**src/rtl/mux4_scanner.sv**
```systemverilog
// Walks the 4:1 mux selects through channels 0..3, holding each for DWELL cycles and sampling y at dwell end.
// Start-to-word_valid latency is 4*DWELL cycles; no backpressure, word_valid is a one-cycle pulse.
module mux4_scanner #(
  parameter int DWELL = 4,
  parameter int CNT_W = 8
) (
  input  logic       clk,
  input  logic       rst_n,
  input  logic       start,
  input  logic       mode,
  input  logic       stop,
  input  logic       abort,
  input  logic       y,
  output logic       s1,
  output logic       s0,
  output logic [3:0] word,
  output logic       word_valid,
  output logic       busy,
  output logic [7:0] frames
);

  typedef enum logic {IDLE = 1'b0, SCAN = 1'b1} state_t;

  localparam logic [CNT_W-1:0] RELOAD = CNT_W'(DWELL - 1);

  state_t           state_q, state_d;
  logic [1:0]       chan_q, chan_d;
  logic [CNT_W-1:0] cnt_q, cnt_d;
  logic             cont_q, cont_d;
  logic [2:0]       shadow_q, shadow_d;
  logic [3:0]       word_q, word_d;
  logic             word_valid_q, word_valid_d;
  logic [7:0]       frames_q, frames_d;

  logic expire;
  logic last_chan;

  assign expire    = (state_q == SCAN) && !abort && (cnt_q == '0);
  assign last_chan = (chan_q == 2'd3);

  always_ff @(posedge clk or negedge rst_n) begin
    if (!rst_n) begin
      state_q      <= IDLE;
      chan_q       <= 2'd0;
      cnt_q        <= '0;
      cont_q       <= 1'b0;
      shadow_q     <= 3'd0;
      word_q       <= 4'd0;
      word_valid_q <= 1'b0;
      frames_q     <= 8'd0;
    end else begin
      state_q      <= state_d;
      chan_q       <= chan_d;
      cnt_q        <= cnt_d;
      cont_q       <= cont_d;
      shadow_q     <= shadow_d;
      word_q       <= word_d;
      word_valid_q <= word_valid_d;
      frames_q     <= frames_d;
    end
  end

  always_comb begin
    state_d = state_q;
    case (state_q)
      IDLE: if (start && !abort) state_d = SCAN;
      SCAN: begin
        if (abort) begin
          state_d = IDLE;
        end else if (expire && last_chan && !(cont_q && !stop)) begin
          state_d = IDLE;
        end
      end
      default: state_d = IDLE;
    endcase
  end

  always_comb begin
    chan_d       = chan_q;
    cnt_d        = cnt_q;
    cont_d       = cont_q;
    shadow_d     = shadow_q;
    word_d       = word_q;
    word_valid_d = 1'b0;
    frames_d     = frames_q;
    case (state_q)
      IDLE: begin
        if (start && !abort) begin
          chan_d   = 2'd0;
          cnt_d    = RELOAD;
          cont_d   = mode;
          shadow_d = 3'd0;
        end
      end
      SCAN: begin
        if (stop) cont_d = 1'b0;
        if (abort) begin
          chan_d   = 2'd0;
          shadow_d = 3'd0;
          cont_d   = 1'b0;
        end else if (cnt_q != '0) begin
          cnt_d = cnt_q - CNT_W'(1);
        end else if (!last_chan) begin
          shadow_d[chan_q] = y;
          chan_d           = chan_q + 2'd1;
          cnt_d            = RELOAD;
        end else begin
          // Channel 3 goes straight into word; the shadow only holds 0..2.
          word_d       = {y, shadow_q};
          word_valid_d = 1'b1;
          frames_d     = frames_q + 8'd1;
          chan_d       = 2'd0;
          cnt_d        = RELOAD;
          shadow_d     = 3'd0;
        end
      end
      default: ;
    endcase
  end

  always_comb begin
    busy       = (state_q == SCAN);
    s1         = chan_q[1];
    s0         = chan_q[0];
    word       = word_q;
    word_valid = word_valid_q;
    frames     = frames_q;
  end

endmodule
```
**config.mk**
```make
export PLATFORM = sky130hd
export DESIGN_NAME = mux4_scanner
export DESIGN_NICKNAME = d
export VERILOG_FILES = /design/src/rtl/mux4_scanner.sv
export SDC_FILE = /design/constraint.sdc
export NUM_CORES = 1
export LEC_CHECK = 0
export ABC_CLOCK_PERIOD_IN_PS = 2470
export BUFFER_PORTS_ARGS = -buffer_cell sky130_fd_sc_hd__buf_2
export CAP_MARGIN = 20
export CORE_AREA = 4 4 63 65
export DETAILED_ROUTE_END_ITERATION = 8
export DIE_AREA = 0 0 67 69
export PLACE_DENSITY = 0.69
export SETUP_SLACK_MARGIN = 0.05
export SYNTH_ARGS = -nofsm -noshare
export SYNTH_HDL_FRONTEND = slang
export SYNTH_SLANG_ARGS = --single-unit
```
**constraint.sdc**
```tcl
create_clock -name clk -period 2.47 [get_ports clk]
set_clock_uncertainty 0.2 [all_clocks]
set_input_delay 0 -clock clk [delete_from_list [all_inputs] [get_ports clk]]
set_output_delay 0 -clock clk [all_outputs]
set_load 0.01 [all_outputs]
```
* Word level (Yosys, flattened, before mapping) *
Cells that the tools add are included.

operators by class
  eq/ne operators = 5
  add/sub/neg operators = 3
  bitwise operators = 3
  multiply operators = 0
  div/mod/pow operators = 0
  mux-type cells = 29
  reductions and logical operators = 16
  magnitude comparators = 2
  shifts and indexed selects = 0

operator list
  kind                   count
  $mux W8                3
  $pmux W8 S2            1
  $mux W3                4
  $mux W1                11
  $add A8 B1 Y8 const B  1
  $logic_not A8 Y1       1
  $mux W2                4
  $reduce_bool A8 Y1     1
  $sub A8 B1 Y8 const B  1
  $logic_and A1 B1 Y1    7
  $ne A3 B3 Y1 const B   2
  $pmux W3 S2            1
  $reduce_and A2 Y1      3
  $ne A2 B2 Y1 const B   2
  $pmux W1 S2            2
  $pmux W2 S2            1
  $reduce_and A4 Y1      1
  $bwmux W3              1
  $logic_not A1 Y1       3
  $lt A2 B3 Y1 const B   1
  $not A1 Y1             3
  $add A2 B1 Y2 const B  1
  $demux W1 S2           1
  $eq A2 B2 Y1 const B   1
  $ge A2 B1 Y1 const B   1

word-level totals
  bits in read-only memories = 0
  memories = 0
  register bits after elaboration = 28
  bits of input ports = 7
  logic and storage cells = 66
  RAM bits = 0
  output and inout port bits = 16
  bits in latches = 0

* Logic depth before layout (Yosys ltp) *
Gate-level depths: netlist of the first run.

  depth in word-level cells = 9
  mapped depth = 7
  depth with buffers taken out = 6

* Worst setup path after synthesis of the first run *
OpenSTA, ideal clock, no wires.

  path kind = register to register
  start point = register cnt_q[0]
  end point = register cnt_q[7]
  data required time = 2.135 ns
  slack = 0.460 ns
  stages on the path, launching flop included = 8
  library setup time = 0.135 ns
  clock period less this slack = 2.010 ns
  path buffers = 1
  arrival = 1.675 ns
  cell sequence = dfrtp_1 > inv_1 > ha_1 > nor3b_1 > a21oi_1 > clkbuf_1 > a41oi_1 > a31oi_1

between the ends
  word-level cells in the longest chain between the ends = 4
  elaborated cells on any way between the ends = 5
  classes of those cells = add/sub: 1; mux: 3; reduce/logical: 1

ends and longest elaborated chain
  what                                                        line      source
  start, declared                                             28        logic [CNT_W-1:0] cnt_q, cnt_d;
  start signal, assigned                                      54        cnt_q <= cnt_d;
  $sub A8 B1 Y8 / $reduce_bool A8 Y1 (equally long branches)  102, 101
  $mux W8 (*)                                                 101       end else if (cnt_q != '0) begin
  $mux W8 (*)                                                 97        if (abort) begin
  $pmux W8 S2 (*)                                             86        case (state_q)

Every way passes the cells marked *; elsewhere a longest branch is shown, timed or not. The select of a mux whose other input is x is not followed.
A chain may end at the register's enable or synchronous reset.

* Worst setup path in the final report of the first run *
  start point = register cnt_q[0]
  end point = register state_q, in the netlist busy

between the ends
  word-level cells in the longest chain between the ends = 7

ends and longest elaborated chain
  what                              line  source
  $logic_not A8 Y1                  38    assign expire = (state_q == SCAN) && !abort && (cnt_q == '0);
  $logic_and A1 B1 Y1               38
  $logic_and A1 B1 Y1 (2 in a row)  70    end else if (expire && last_chan && !(cont_q && !stop)) begin
  $mux W1                           70
  $mux W1                           68    if (abort) begin
  $pmux W1 S2                       65    case (state_q)
  net state_d                       26    state_t state_q, state_d;
  end signal, assigned              52    state_q <= state_d;
  end, declared                     26

The timed path passes the listed nets, and every way through them passes these cells.

==> results of run 1 <==
[synthesized netlist by cell type, drive strengths merged]
cell type | count | area share
nand4b | 1 | 0.0059
xnor2 | 6 | 0.036
or2 | 1 | 0.0042
a31oi | 5 | 0.021
clkbuf | 2 | 0.0059
o32ai | 1 | 0.0059
nand2 | 12 | 0.031
or4 | 1 | 0.0076
nand2b | 5 | 0.021
xor2 | 2 | 0.012
o22ai | 1 | 0.014
nor4 | 2 | 0.029
nor2 | 9 | 0.028
inv | 7 | 0.018
a211o | 3 | 0.018
and3 | 1 | 0.0042
or3b | 1 | 0.0059
a41oi | 2 | 0.012
nor2b | 2 | 0.0085
nand3 | 3 | 0.010
o21ai | 1 | 0.0034
nor3 | 6 | 0.020
mux2i | 2 | 0.014
nor3b | 4 | 0.020
a21oi | 5 | 0.017
a22oi | 1 | 0.0051
dfrtp | 28 | 0.47
ha | 7 | 0.059
mux2 | 6 | 0.046
nand4 | 5 | 0.031
a22o | 1 | 0.0059
o41ai | 1 | 0.0059
[stage by stage]
step                power [mW]  hold slack (ns)  area [um^2]   util
floorplan                0.778           -0.496         1480      -
global placement         0.835           -0.152         1650  0.494
detailed placement       0.848           -0.153         1650  0.494
CTS                       1.16          0.00925         1770  0.531
global route              1.24           0.0302         1800  0.540
finish                    1.17          -0.0140         1800  0.540
[worst paths after layout]
path	startpoint	to	slack, ns	cells after the start
setup / recovery	cnt_q[0]	busy	0.17	6
hold / removal	rst_n	chan_q[1]	-0.01	2
setup reg to reg	cnt_q[0]	busy	0.17	6
hold reg to reg	frames[7]	frames[7]	0.28	1
max in group asynchronous	rst_n	cnt_q[0]	1.66	2
min in group clk	frames[7]	frames[7]	0.28	1
[flip-flops by register name, indices dropped and copies added (netlist names)]
signal / count
frames: 8
word: 4
busy: 1
cnt_q: 8
word_valid: 1
shadow_q: 3
cont_q: 1
chan_q: 2
[cell type report]
| class | count | share of cell area |
|---|---|---|
| Multi-Input combinational cell | 97 | 0.414 |
| Sequential cell | 28 | 0.390 |
| Timing Repair Buffer | 34 | 0.121 |
| Tap cell | 46 | 0.0319 |
| Clock inverter | 1 | 0.0167 |
| Inverter | 7 | 0.0146 |
| Clock buffer | 3 | 0.0125 |
[power by group through the flow]
stage	Sequential [mW]	Combinational, mW	Clock, mW
finish	0.565	0.306	0.303
floorplan	0.562	0.216	0
global route	0.575	0.342	0.327
detailed placement	0.574	0.274	0
CTS	0.566	0.284	0.311
global placement	0.571	0.265	0
[cell families (layout without fill, tap and decap cells)]
family          Yosys count  in the layout
compound gates           21             21
xor+xnor                  8              8
fa+ha+maj                 7              7
buf+inv                   9             45
flops                    28             28
mux                       8              8
simple gates             53             53
[metal layers]
metal  share of wire  global-route usage  vias to the layer above
met5               0                   0                        -
met4           0.013              0.0541                        0
met3           0.025              0.0244                        4
met2            0.50               0.223                       17
met1            0.46               0.177                      545
li1                -                   -                      552
[what timing repair did]
item / CTS / global route
endpoints found under the hold margin: 43 / 0
hold buffers: 7 / 0
setup endpoints to repair: 0 / 6
setup buffers: 0 / 3
gates resized for setup: 0 / 3
[worst max-delay path: stages, from the launching register on]
cell           delay, ns
dfrtp_2             0.46
inv_1               0.09
ha_1                0.16
or3b_4              0.41
nor2_4              0.15
a41oi_1             0.13
dlygate4sd3_1       0.60
==> metrics.txt, run 1 <==
Comb power frac=0.260; CP required=between 2 and 3 ns; Final TNS setup=0 ns; crit path DAT=~2.3 ns; crit path max fanout=5; initial antenna violation count=0; DRC=0; DR vias=1,118; final hold violation count=13; DRT Wirelength=slightly below 3000 um; CTS Buf Count=3; Setup crit end kind=flip-flop; Via density=between 5 and 6; Post-Synth Adder-Cell Area=0.0594; violated checks=hold timing; Clk network pwr share=0.258; Pwr per Cell Area=between 600 and 700 mW/mm^2; Hold Slack=-0.0140 ns; commonest non-fill, non-tap cell in the layout=dfrtp_1; Root Buffer=clkbuf_4; Switch Pwr=0.374 mW; final setup vio count=0; Die W=around 67 um; CTS tree=built; commonest non-fill, non-tap cells in the layout=dfrtp_1, buf_2, nand2_1; worst-case clock buffer depth=2; worst slew pin tran=a little over 0.6 ns; # rows=21; Inserted Diodes=0; placer congestion estimate=a little under 0.8; Lkg Pwr=between 0.8 and 0.9 nW; grt total ovfl=0; IO buf count=22; largest net degree at the start of global routing=29; synthesized flop and latch total=28; placed cell count=~200; Max rail drop VDD=roughly 0.42 mV; non-filler instance count after layout=216; vias in the first global route=between 1k and 1.5k; Final Max Slew Viols=0; # Max-Cap Violations=0; Top-Level Pins=23; Post-Synth Simple-Gate Area=0.227; sequential fraction of the synthesis area=0.475; RSZ-0062 raised after global routing=no; pre-CTS setup slack=0.0997 ns; sequential share of power=0.481; H-tree depth=1; critical path type=flip-flop to flip-flop; Cell variety after synth=35; initial drt markers=85; post-synthesis xor/xnor area fraction=0.0475; YS warnings=0; Pint=about 0.80 mW; post-synthesis mux area share=0.0594; Die Footprint=0.00462 mm^2; register area=between 700 and 800 um^2; Compound-Gate Fraction of Synth Area=0.108; Initial Utilization=0.442; Worst slew margin=0.591; Total GRT Usage=0.137; Mapped Area=around 0.0015 mm^2; Switching Share=0.318; Min-Delay Path Class=input port to async pin; fin crit period=~2.3 ns; Final nets=between 150 and 200; fmax=~0.43 GHz; CP Launch Type=flip-flop; clock sink count=28; WL/cell=approximately 13 um; Routed Antenna Nets=0; Syn Area/Cell=11.0 um^2; status=finished, violations left; DP HPWL=2150 um; final worst-path cycle share=0.933; setup ws final=0.166 ns; Cells after Synth=134; # fillers=313; first-pass GRT wire length=~5000 um; largest family of logic cells by synthesized area=simple AND/OR/NAND/NOR gates; area of the multi-input gates=around 750 um^2; DRT Pass-1 Iters=4; clk_lat worst skew=0.33 ns; share of post-route cells with drive strength above 1=0.276; clk slew on worst S/H paths=roughly 0.16 ns; Core Region=around 0.0033 mm^2; synthesized net count=~150; area grow syn2layout=22.1%; Die Ht=between 60 and 70 um
No activity file was read; power rests on OpenSTA's default activity.
==> run 2, diff against run 1 <==
Settings changed: ABC_CLOCK_PERIOD_IN_PS 2470 to 2400.
Clock period 2.47 ns to 2.4 ns, I/O delays scaled along.
==> metrics.txt, run 2 (synthesized netlist as in run 1, its figures left out) <==
commonest non-fill, non-tap cell in the layout=dfrtp_1; Pwr per Cell Area=672 mW/mm^2; DRT Wirelength=2830 um; placer congestion estimate=0.777; area of the multi-input gates=approximately 740 um^2; worst-case clock buffer depth=2; CP max-delay cell=or3b_2; clk_lat worst skew=about 0.32 ns; critical path type=flip-flop to flip-flop; register area=around 700 um^2; CP top delay family=simple AND/OR/NAND/NOR gates; Lkg Pwr=approximately 0.86 nW; CP Depth=6; final hold violation count=12; first-pass GRT wire length=4970 um; RSZ-0062 raised after global routing=no; initial antenna violation count=0; Die W=67 um; violated checks=hold timing; R2R setup slack=0.25 ns; Core Region=around 0.0033 mm^2; Final nets=around 180; Worst slew margin=0.589; Inserted Diodes=0; DR vias=1,090; CP required=approximately 2.4 ns; pre-CTS setup slack=~0.035 ns; Die Footprint=about 0.0046 mm^2; share of post-route cells with drive strength above 1=0.259; clk slew on worst S/H paths=0.15 ns; Routed Antenna Nets=0; Total GRT Usage=0.136; DRC=0; CP max stage delay=0.51 ns; Via density=~5.1; placed cell count=~200; fin crit period=around 2.2 ns; Final Max Slew Viols=0; final setup vio count=0; setup ws final=around 0.25 ns; largest net degree at the start of global routing=29; crit path DAT=about 2.2 ns; DRT Pass-1 Iters=4; Top-Level Pins=23; CTS Buf Count=3; grt total ovfl=0; Initial Utilization=0.442; Max rail drop VDD=around 0.41 mV; Final TNS setup=0 ns; worst slew pin tran=0.617 ns; WL/cell=between 10 and 15 um; CP Launch Point=cnt_q[0]; worst r2r dst=shadow_q[1]; # Max-Cap Violations=0; Setup crit end kind=flip-flop; commonest non-fill, non-tap cells in the layout=dfrtp_1, buf_2, nand2_1; CP Cell Sequence=inv_1 -> ha_1 -> or3b_2 -> nor2_4 -> o22ai_4 -> a211o_1; clock sink count=28; IO buf count=22; CP Launch Type=flip-flop; Setup Buffers After CTS=0; worst reg2reg path depth=6; # fillers=roughly 320; # rows=21; Min-Delay Path Class=input port to async pin; launching point of the worst reg2reg path=cnt_q[0]; Buf/Inv on CP=1; Hold Slack=-0.00536 ns; fmax=~0.46 GHz; Root Buffer=clkbuf_4; area grow syn2layout=19.7%; status=finished, violations left; CTS tree=built; DP HPWL=2120 um; final worst-path cycle share=0.897; vias in the first global route=approximately 1.1k; H-tree depth=1; non-filler instance count after layout=between 200 and 250; initial drt markers=64; crit path max fanout=6; Die Ht=69 um
run 2: cell types whose count changed in the layout (fill, tap and decap cells not counted), sizes merged:
cell	change
dlygate4sd3	-1
buf	-3
run 2: routing by layer:
layer,up-vias,track usage,part of all wire
met1,520,0.173,0.45
met4,0,0.0473,0.013
met3,4,0.0195,0.025
met2,20,0.229,0.51
met5,-,0,0
li1,546,-,-
run 2: metrics by stage:
stage	util	cell area, um^2	total power [mW]
after floorplan	-	1480	0.801
after global placement	0.494	1650	0.860
after detailed placement	0.494	1650	0.872
after CTS	0.529	1770	1.20
after global routing	0.529	1770	1.26
final	0.529	1770	1.19
run 2: worst max-delay path by stage:
stage | to | slack (ns)
2_1_floorplan | cnt_q[7] | 0.39
3_3_place_gp | cnt_q[7] | 0.22
3_5_place_dp | cnt_q[7] | 0.04
4_1_cts | shadow_q[1] | 0.25
5_1_grt | frames[7] | 0.08
6_report | shadow_q[1] | 0.25
run 2: timing repair:
item | 4_1_cts | 5_1_grt
gates resized for setup | 1 | 0
hold endpoints to repair | 43 | 0
setup endpoints to repair | 1 | 0
hold buffers | 6 | 0
run 2: layout make-up:
type | instances | share of cell area
Clock buffer | 3 | 0.0128
Clock inverter | 1 | 0.0170
Inverter | 7 | 0.0149
Multi-Input combinational cell | 97 | 0.421
Sequential cell | 28 | 0.397
Tap cell | 46 | 0.0326
Timing Repair Buffer | 30 | 0.105
run 2: worst reg2reg max path: cells and delay by family, from the launching register on:
kind	cells	cell delay, ns
buffers and inverters	1	0.11
flip-flops	1	0.46
adder cells (fa/ha/maj)	1	0.16
AND/OR/NAND/NOR	2	0.68
AO/OA/AOI/OAI	2	0.44
run 2: report_power, final:
part / switching, mW / total (mW) / internal (mW)
sequential: 0.0689 / 0.583 / 0.514
combinational: 0.167 / 0.294 / 0.127
clock: 0.140 / 0.309 / 0.169
